## src/rtl/associative_buffer_master.sv

```systemverilog
`default_nettype none
// ============================================================================
// Module      : associative_buffer_master
// Description : Command initiator for the associative buffer. It accepts
//               lookup/update requests on a valid/ready channel and replays
//               them onto the buffer ctrl/key/data_in pins with pulse/gap
//               timing. It returns lookup results on a valid/ready response
//               channel and schedules buffer drain pulses (start_reading).
// Options     : WRITE_ACK_EN - when defined, LOAD/INCR/CLR also return a
//               response (resp_data=0, resp_hit=1) once their gap completes.
// Revision    : 1.0 - initial release
// ============================================================================
module associative_buffer_master #(
    parameter int DATA_WIDTH   = 8,
    parameter int KEY_WIDTH    = 4,
    parameter int READ_LATENCY = 1,
    parameter int GAP_CYCLES   = 1
) (
    input  logic                  clk,
    input  logic                  sync_nreset,
    input  logic                  req_valid,
    output logic                  req_ready,
    input  logic [1:0]            req_op,
    input  logic [KEY_WIDTH-1:0]  req_key,
    input  logic [DATA_WIDTH-1:0] req_data,
    output logic                  resp_valid,
    input  logic                  resp_ready,
    output logic [DATA_WIDTH-1:0] resp_data,
    output logic                  resp_hit,
    input  logic                  drain_req,
    output logic [1:0]            buf_ctrl,
    output logic [KEY_WIDTH-1:0]  buf_key,
    output logic [DATA_WIDTH-1:0] buf_data_in,
    output logic                  buf_start_reading,
    input  logic [DATA_WIDTH-1:0] buf_data_out,
    input  logic                  buf_valid
);

    // Request opcodes; the buffer ctrl encoding shares the update codes and
    // uses 0 for "no operation".
    localparam logic [1:0] c_op_read   = 2'd0;
    localparam logic [1:0] c_ctrl_none = 2'd0;

    // Counter reload values: the counter holds "cycles remaining minus one",
    // so a 4-bit counter covers phases of 1..16 cycles.
    localparam logic [3:0] c_gap_load = 4'(GAP_CYCLES - 1);
    localparam logic [3:0] c_rd_load  = 4'(READ_LATENCY);

    typedef enum logic [2:0] {
        S_IDLE    = 3'd0,
        S_ISSUE   = 3'd1,
        S_GAP     = 3'd2,
        S_WAIT_RD = 3'd3,
        S_RESP    = 3'd4,
        S_DRAIN   = 3'd5
    } state_t;

    state_t     r_state;
    state_t     w_next_state;
    logic [3:0] r_cnt;
    logic [3:0] w_cnt_next;
    logic       r_drain_pending;
    logic       w_drain_pending_next;
    logic       w_accept;
    logic       w_issue;
    logic       w_capture_rd;
    logic       w_capture_ack;
    logic       w_req_ready_next;

    // Next-state, counter reload and capture strobes for the command sequencer.
    always_comb begin
        w_next_state  = r_state;
        w_cnt_next    = (r_cnt != 4'd0) ? (r_cnt - 4'd1) : 4'd0;
        w_accept      = req_valid & req_ready & (r_state == S_IDLE);
        w_issue       = 1'b0;
        w_capture_rd  = 1'b0;
        w_capture_ack = 1'b0;

        case (r_state)
            S_IDLE: begin
                // A pending drain always beats a new request; req_ready is
                // already low whenever the drain flag is set.
                if (r_drain_pending) begin
                    w_next_state = S_DRAIN;
                    w_cnt_next   = 4'd0;
                end else if (w_accept) begin
                    if (req_op == c_op_read) begin
                        w_next_state = S_WAIT_RD;
                        w_cnt_next   = c_rd_load;
                    end else begin
                        w_next_state = S_ISSUE;
                        w_cnt_next   = 4'd0;
                        w_issue      = 1'b1;
                    end
                end
            end

            S_ISSUE: begin
                w_next_state = S_GAP;
                w_cnt_next   = c_gap_load;
            end

            S_GAP: begin
                if (r_cnt == 4'd0) begin
`ifdef WRITE_ACK_EN
                    w_next_state  = S_RESP;
                    w_capture_ack = 1'b1;
`else
                    w_next_state  = S_IDLE;
`endif
                    w_cnt_next    = 4'd0;
                end
            end

            S_WAIT_RD: begin
                // Key has been stable for READ_LATENCY+1 cycles at this edge.
                if (r_cnt == 4'd0) begin
                    w_next_state = S_RESP;
                    w_capture_rd = 1'b1;
                    w_cnt_next   = 4'd0;
                end
            end

            S_RESP: begin
                if (resp_ready) begin
                    w_next_state = S_IDLE;
                    w_cnt_next   = 4'd0;
                end
            end

            S_DRAIN: begin
                w_next_state = S_IDLE;
                w_cnt_next   = 4'd0;
            end

            default: begin
                w_next_state = S_IDLE;
                w_cnt_next   = 4'd0;
            end
        endcase

        // A drain_req arriving while DRAIN clears the flag must survive, so
        // the set term is ORed in after the clear.
        w_drain_pending_next = drain_req |
                               (r_drain_pending & (r_state != S_DRAIN));

        w_req_ready_next = (w_next_state == S_IDLE) & ~w_drain_pending_next;
    end

    // State, phase counter and drain flag registers.
    always_ff @(posedge clk) begin
        if (!sync_nreset) begin
            r_state         <= S_IDLE;
            r_cnt           <= 4'd0;
            r_drain_pending <= 1'b0;
        end else begin
            r_state         <= w_next_state;
            r_cnt           <= w_cnt_next;
            r_drain_pending <= w_drain_pending_next;
        end
    end

    // Registered outputs; key/data only move on accept and responses only
    // move on capture, so both hold across all other states.
    always_ff @(posedge clk) begin
        if (!sync_nreset) begin
            req_ready         <= 1'b0;
            resp_valid        <= 1'b0;
            resp_data         <= '0;
            resp_hit          <= 1'b0;
            buf_ctrl          <= c_ctrl_none;
            buf_key           <= '0;
            buf_data_in       <= '0;
            buf_start_reading <= 1'b0;
        end else begin
            req_ready         <= w_req_ready_next;
            resp_valid        <= (w_next_state == S_RESP);
            buf_start_reading <= (w_next_state == S_DRAIN);
            buf_ctrl          <= w_issue ? req_op : c_ctrl_none;

            if (w_accept) begin
                buf_key <= req_key;
                if (req_op != c_op_read) begin
                    buf_data_in <= req_data;
                end
            end

            if (w_capture_rd) begin
                resp_data <= buf_data_out;
                resp_hit  <= buf_valid;
            end else if (w_capture_ack) begin
                resp_data <= '0;
                resp_hit  <= 1'b1;
            end
        end
    end

endmodule
`default_nettype wire

```

## config.mk

```make
export PLATFORM = sky130hd
export DESIGN_NAME = associative_buffer_master
export DESIGN_NICKNAME = d
export VERILOG_FILES = /design/src/rtl/associative_buffer_master.sv
export SDC_FILE = /design/constraint.sdc
export NUM_CORES = 1
export LEC_CHECK = 0
export CAP_MARGIN = 20
export CORE_ASPECT_RATIO = 1.2
export CORE_UTILIZATION = 40
export DETAILED_ROUTE_END_ITERATION = 6
export PLACE_DENSITY = 0.79
export SETUP_SLACK_MARGIN = 0.4
export SYNTH_ARGS = -nofsm -noshare
export SYNTH_HDL_FRONTEND = slang
export SYNTH_SLANG_ARGS = --single-unit
```

## constraint.sdc

```tcl
create_clock -name clk -period 2.05 [get_ports clk]
set_input_delay 0.41 -clock clk [delete_from_list [all_inputs] [get_ports clk]]
set_output_delay 0.41 -clock clk [all_outputs]
set_load 0.03 [all_outputs]
```

==> metrics.yaml, run 1 <==
status: "completed"
die_w_um: 58.2
post-route-util: 0.593
yosysWarnings: 0
max_freq_mhz: 630
place_congestion: 0.791
num_vias: 1480
worst_slew_pin_slew_ns: 0.630
drtIter0Drc: 42
powerDensity_nw_per_um2: 726
diodes: 0
viasPerCell: 5.40
finalSetupViolations: 0
nNetsFinal: 251
critical_path_class: "input port to flop"
cts_tree: "built"
clk_path_buf_depth: 2
dp_hpwl_um: 2580
rsz0062_at_grt: "false"
antenna_found_initial: 0
maxSlewViolCount: 0
area_growth_pct: 42.0
clk_latency_ns: 0.29
dieHeight_um: 69.5
start_util: 0.417
period_needed_ns: 1.59
htreeDepth: 2
critPathArrivalTime_ns: 1.80
clk_pin_slew_ns: 0.07
ir_drop_uv: 375
fin_crit_sh: 0.774
maxCapViolCount: 0
power_mw: 1.56
crit_family: "simple AND/OR/NAND/NOR gates"
drive_above_1_share: 0.0856
cp_max_fo: 12
dieArea_um2: 4040
cpPeakStageDelay_ns: 0.55
gr-total-overflow: 0
startpoint: "req_valid"
hold_viol_final: 0
synth_area_um2: 1520
critPathSlowestCell: "clkdlybuf4s50_1"
cts_num_sinks: 34
finalClockSkew_ns: 0.00555
rr_startpoint: "r_state[0]"
portBuffers: 53
syn_avg_cell_area_um2: 8.97
firstDrtPassIters: 4
avgRoutedWirePerCell_um: 13.3
core_area_um2: 3630
row_count: 24
synth.top_cell.area_share: 0.449
ant_nets: 0
cp.required_ns: 2.26
ctsRootBufferMaster: "clkbuf_8"
timing.hold.ws_ns: 0.466
drcViolationCount: 0
synth-seq-area-share: 0.449
synth_cells: 169
start_kind: "input port"
cts_made_buffers: 5
crit_buf_inv: 1
grt_usage: 0.184
grt_max_degree: 22
grt_pass1_wl_um: 5820
yosysTopAreaCell: "dfxtp_1"
p_leak_nw: 0.863
io_pins: 54
routed_wl_um: 3650
path_cells: "clkdlybuf4s50_1 > and4bb_1 > nand4_1 > a21oi_1"
synthTopCellsByArea: "dfxtp_1 45%, a21oi_1 7.6%, nand3_1 5.0%"
ys_types: 38
cp-end-kind: "flop"
finalSetupTns_ns: 0
holdBufCountCts: 0
hold_path.startpoint: "buf_data_in[2]"
grt_pass1_vias: 1298
syn_nets: 199
relSlewSlack: 0.579
yosys_register_bits: 34
cts_setup_buffers: 0
worstHoldPathType: "flop to flop"
==> area by class of cell <==
cell class | count | area, um^2
clock buffers | 5 | 68.8
clock inverters | 3 | 40.0
fillers | 335 | 1480
inverters | 4 | 15.0
multi-input cells | 117 | 741
flip-flops and latches | 34 | 681
well taps | 52 | 65.1
repair buffers | 59 | 543
==> per-stage QoR <==
stage	worst slack (ns)	instances	area [um^2]
4_1_cts	0.492	274	2150
6_report	0.463	274	2150
3_5_place_dp	0.248	266	2080
2_1_floorplan	0.673	169	1520
5_1_grt	0.410	274	2150
3_3_place_gp	0.270	266	2080
==> metal layers <==
metal | GRT usage | vias to the layer above | routed length (um)
li1 | - | 734 | -
met1 | 0.234 | 687 | 1660
met2 | 0.284 | 53 | 1730
met3 | 0.0560 | 6 | 222
met4 | 0.0794 | 0 | 40
met5 | 0 | - | 0
==> worst paths after layout <==
kind                                       end  slack, ns  cells past startpoint
worst max-delay path            buf_data_in[4]       0.46                      4
worst min-delay path            buf_data_in[2]       0.47                      2
worst max register to register    resp_data[4]       0.53                      3
worst min register to register  buf_data_in[2]       0.47                      2
==> registers in the layout, summed over array words and instances, names as in the netlist <==
name               cells
buf_data_in            8
resp_data              8
buf_key                4
r_cnt                  4
r_state                3
buf_ctrl               2
buf_start_reading      1
r_drain_pending        1
req_ready              1
resp_hit               1
resp_valid             1
==> placed cells by master, fill, tap and decap left out, types with 2 or more instances in the layout <==
master and count:
nor2_1 5, o31ai_1 8, a211oi_1 2, a21oi_1 23, ha_1 2, nand4bb_1 2
inv_1 4, o21ai_0 13, dlygate4sd2_1 26, and4bb_1 2, nand3_1 15, and4b_1 2
buf_4 6, clkbuf_8 5, clkinv_2 2, dfxtp_1 34, nand2_1 4, nand4_1 11
nand2b_1 2, nor2b_1 2, xnor2_1 2, or2_0 2, clkdlybuf4s50_1 27, nor3_1 6
==> cell usage after synthesis (all sizes together) <==
master	instances
a211o	1
nor3b	1
or2	2
a21oi	23
a31oi	1
a21o	1
nor4	1
nand4	11
inv	4
nand2b	2
nand2	4
o31a	1
nor2	5
and2	1
o211ai	1
o31ai	8
xnor2	2
a211oi	3
or3b	1
nor3	6
nand4bb	2
o21ai	13
nor4b	2
dfxtp	34
nand3b	1
ha	2
nor2b	2
and4b	2
o22ai	1
nand3	15
clkbuf	4
and4bb	2
buf	10
==> worst min-delay path: stages (launching register included) <==
cell,delay (ns)
dfxtp_1,0.31
o31ai_1,0.06
a21oi_1,0.06
==> cell families (layout without fill, tap and decap cells) <==
kind of cell	Yosys count	in the layout	synth area share
AO/OA/AOI/OAI	53	53	0.210
XOR/XNOR	2	2	0.0116
adder cells (fa/ha/maj)	2	2	0.0165
buffers and inverters	18	71	0.0627
flip-flops	34	34	0.449
AND/OR/NAND/NOR	60	60	0.250
==> report_power, final <==
part           internal (mW)  switching, mW
clock                  0.357          0.244
combinational          0.118          0.138
sequential             0.680         0.0263
==> what timing repair did <==
item | 4_1_cts | 5_1_grt
endpoints found under the hold margin | 0 | 0
resized for setup | 26 | 0
endpoints found under the setup margin | 26 | 0
Note: power is estimated with default switching activity, not from simulation.
==> inputs of run 2 (changes only) <==
--- a/config.mk
+++ b/config.mk
@@ -9,7 +9,7 @@
 export CORE_ASPECT_RATIO = 1.2
 export CORE_UTILIZATION = 40
 export DETAILED_ROUTE_END_ITERATION = 6
-export PLACE_DENSITY = 0.79
+export PLACE_DENSITY = 0.81
 export SETUP_SLACK_MARGIN = 0.4
 export SYNTH_ARGS = -nofsm -noshare
 export SYNTH_HDL_FRONTEND = slang
==> constraint.sdc (replaced) <==
create_clock -name clk -period 1.4 [get_ports clk]
set_input_delay 0.28 -clock clk [delete_from_list [all_inputs] [get_ports clk]]
set_output_delay 0.28 -clock clk [all_outputs]
set_load 0.03 [all_outputs]
==> run 2 against run 1 <==
Core utilization up 16 points. Count of clock-buffer cells in the layout up 2. Largest cell class unchanged. Critical path depth up 1. Non-clock buffer count up 31. Via count up 12%. Combinational power up 130%. Clock power up 28%. Total power up 54%. Wire length up 27%. First-iteration DRC count up 31%. Sequential cell count unchanged.
==> metrics.yaml, run 2 (synthesized netlist as in run 1, its figures left out) <==
drcViolationCount: 0
hold_viol_final: 0
ant_nets: 0
cts_num_sinks: 34
drtIter0Drc: 55
htreeDepth: 2
cp_max_fo: 4
critical_path_class: "flop to flop"
clk_pin_slew_ns: 0.07
multi_input_area_um2: 923
r2r_end: "r_cnt[2]"
internal_power_mw: 1.70
worstHoldPathType: "input port to flop"
grt_max_degree: 22
cp.required_ns: 1.59
portBuffers: 53
row_count: 24
r2r_cells: 5
start_util: 0.417
crit_buf_inv: 1
num_vias: 1656
max_freq_mhz: 769
final_common_cell: "buf_6"
r2r_setup_slack_ns: 0.1
period_needed_ns: 1.30
fin_crit_sh: 0.929
grt_usage: 0.228
reg_top3: "buf_data_in x8, resp_data x8"
die_w_um: 58.2
dp_cells: 277
worst_slew_pin_slew_ns: 0.348
min_path_cells: 2
io_pins: 54
hold_path.startpoint: "req_op[1]"
ctsRootBufferMaster: "clkbuf_8"
finalSetupTns_ns: 0
cts_made_buffers: 5
cpPeakStageDelay_ns: 0.41
status: "completed"
switching_share: 0.293
viasPerCell: 5.43
grt_pass1_vias: 1504
powerDensity_nw_per_um2: 879
stdcell_count: 305
pwr-share-clk: 0.320
relSlewSlack: 0.766
maxCapViolCount: 0
design_area_um2: 2740
rr_startpoint: "r_cnt[0]"
routed_wl_um: 4630
placed_area_um2: 2310
nNetsFinal: 282
firstDrtPassIters: 4
drive_above_1_share: 0.542
p_comb_frac: 0.244
area_growth_pct: 80.4
path_cells: "inv_4 > ha_4 > or3b_4 > nand4_1 > nor3_1"
dp_hpwl_um: 2740
ir_drop_uv: 592
p_leak_nw: 1.03
dieHeight_um: 69.5
p_switching_mw: 0.704
grt_pass1_wl_um: 7010
antenna_found_initial: 0
gr-total-overflow: 0
critPathArrivalTime_ns: 1.49
ff_latch_area_um2: 728
critPathSlowestCell: "or3b_4"
diodes: 0
finalClockSkew_ns: 0.00808
place_congestion: 0.853
avgRoutedWirePerCell_um: 15.2
crit_family: "simple AND/OR/NAND/NOR gates"
fill_cells: 232
final_cell_mix: "32 x buf_6, 27 x buf_4, 26 x dfxtp_2"
rsz0062_at_grt: "true"
seqPwrFrac: 0.437
dieArea_um2: 4040
finalSetupViolations: 0
startpoint: "r_cnt[0]"
start_kind: "flop"
cts_tree: "built"
core_area_um2: 3630
maxSlewViolCount: 0
clk_latency_ns: 0.30
hold_path_end: "buf_ctrl[1]"
clk_path_buf_depth: 2
cp-end-kind: "flop"
run 2: cell types whose count changed in the layout (fill, tap and decap cells not counted), sizes merged:
cell           delta
clkinv            -1
clkbuf            +2
bufinv            -1
dlygate4sd2      -23
clkdlybuf4s50     -3
buf              +57
run 2: worst max path at each step:
stage	slack (ns)	end	cells after the start
global placement	-0.15	buf_data_in[6]	5
floorplan	0.22	r_cnt[0]	5
CTS	0.16	r_cnt[1]	5
finish	0.1	r_cnt[2]	5
detailed placement	-0.19	buf_data_in[6]	5
global route	0.06	resp_data[0]	6
run 2: final cells by class:
| class | instances | area share |
|---|---|---|
| inverter | 4 | 0.00640 |
| sequential | 34 | 0.266 |
| clock buffer | 7 | 0.0316 |
| timing repair buffer | 90 | 0.333 |
| tap | 52 | 0.0238 |
| clock inverter | 1 | 0.00183 |
| multi-input combinational | 117 | 0.338 |
run 2: through the flow:
| step | utilization | power, mW | setup slack, ns | hold slack (ns) |
|---|---|---|---|---|
| finish | 0.753 | 2.40 | 0.0989 | 0.437 |
| global route | 0.753 | 2.48 | 0.0554 | 0.469 |
| CTS | 0.718 | 2.35 | 0.155 | 0.438 |
| detailed placement | 0.635 | 1.53 | -0.194 | 0.462 |
| global placement | 0.635 | 1.53 | -0.152 | 0.456 |
| floorplan | - | 1.32 | 0.217 | 0.401 |
run 2: layer usage:
layer  vias to the layer above  GRT usage  part of all wire
met5                         -          0                 0
met4                         0      0.119             0.031
met3                        14     0.0690             0.038
met2                        44      0.379              0.53
met1                       802      0.257              0.40
li1                        796          -                 -
run 2: power groups by stage:
stage / sequential, mW / clock [mW] / combinational, mW
after floorplan: 1.07 / 0 / 0.249
after CTS: 1.04 / 0.765 / 0.538
final: 1.05 / 0.768 / 0.585
after detailed placement: 1.06 / 0 / 0.471
after global routing: 1.05 / 0.814 / 0.618
after global placement: 1.06 / 0 / 0.464
run 2: repair_timing:
item / CTS / global route
pin swaps: 5 / 6
resized for setup: 224 / 21
hold buffers: 0 / 0
buffers inserted: 10 / 10
endpoints found under the setup margin: 59 / 59
gates cloned: 0 / 0
==> inputs of run 3 (changes only) <==
--- a/config.mk
+++ b/config.mk
@@ -11,6 +11,7 @@
 export DETAILED_ROUTE_END_ITERATION = 6
 export PLACE_DENSITY = 0.81
 export SETUP_SLACK_MARGIN = 0.4
+export SKIP_LAST_GASP = 1
 export SYNTH_ARGS = -nofsm -noshare
 export SYNTH_HDL_FRONTEND = slang
 export SYNTH_SLANG_ARGS = --single-unit
==> results of run 3 <==
Same layout as run 2: the final DEF is identical, and so are final timing and power.
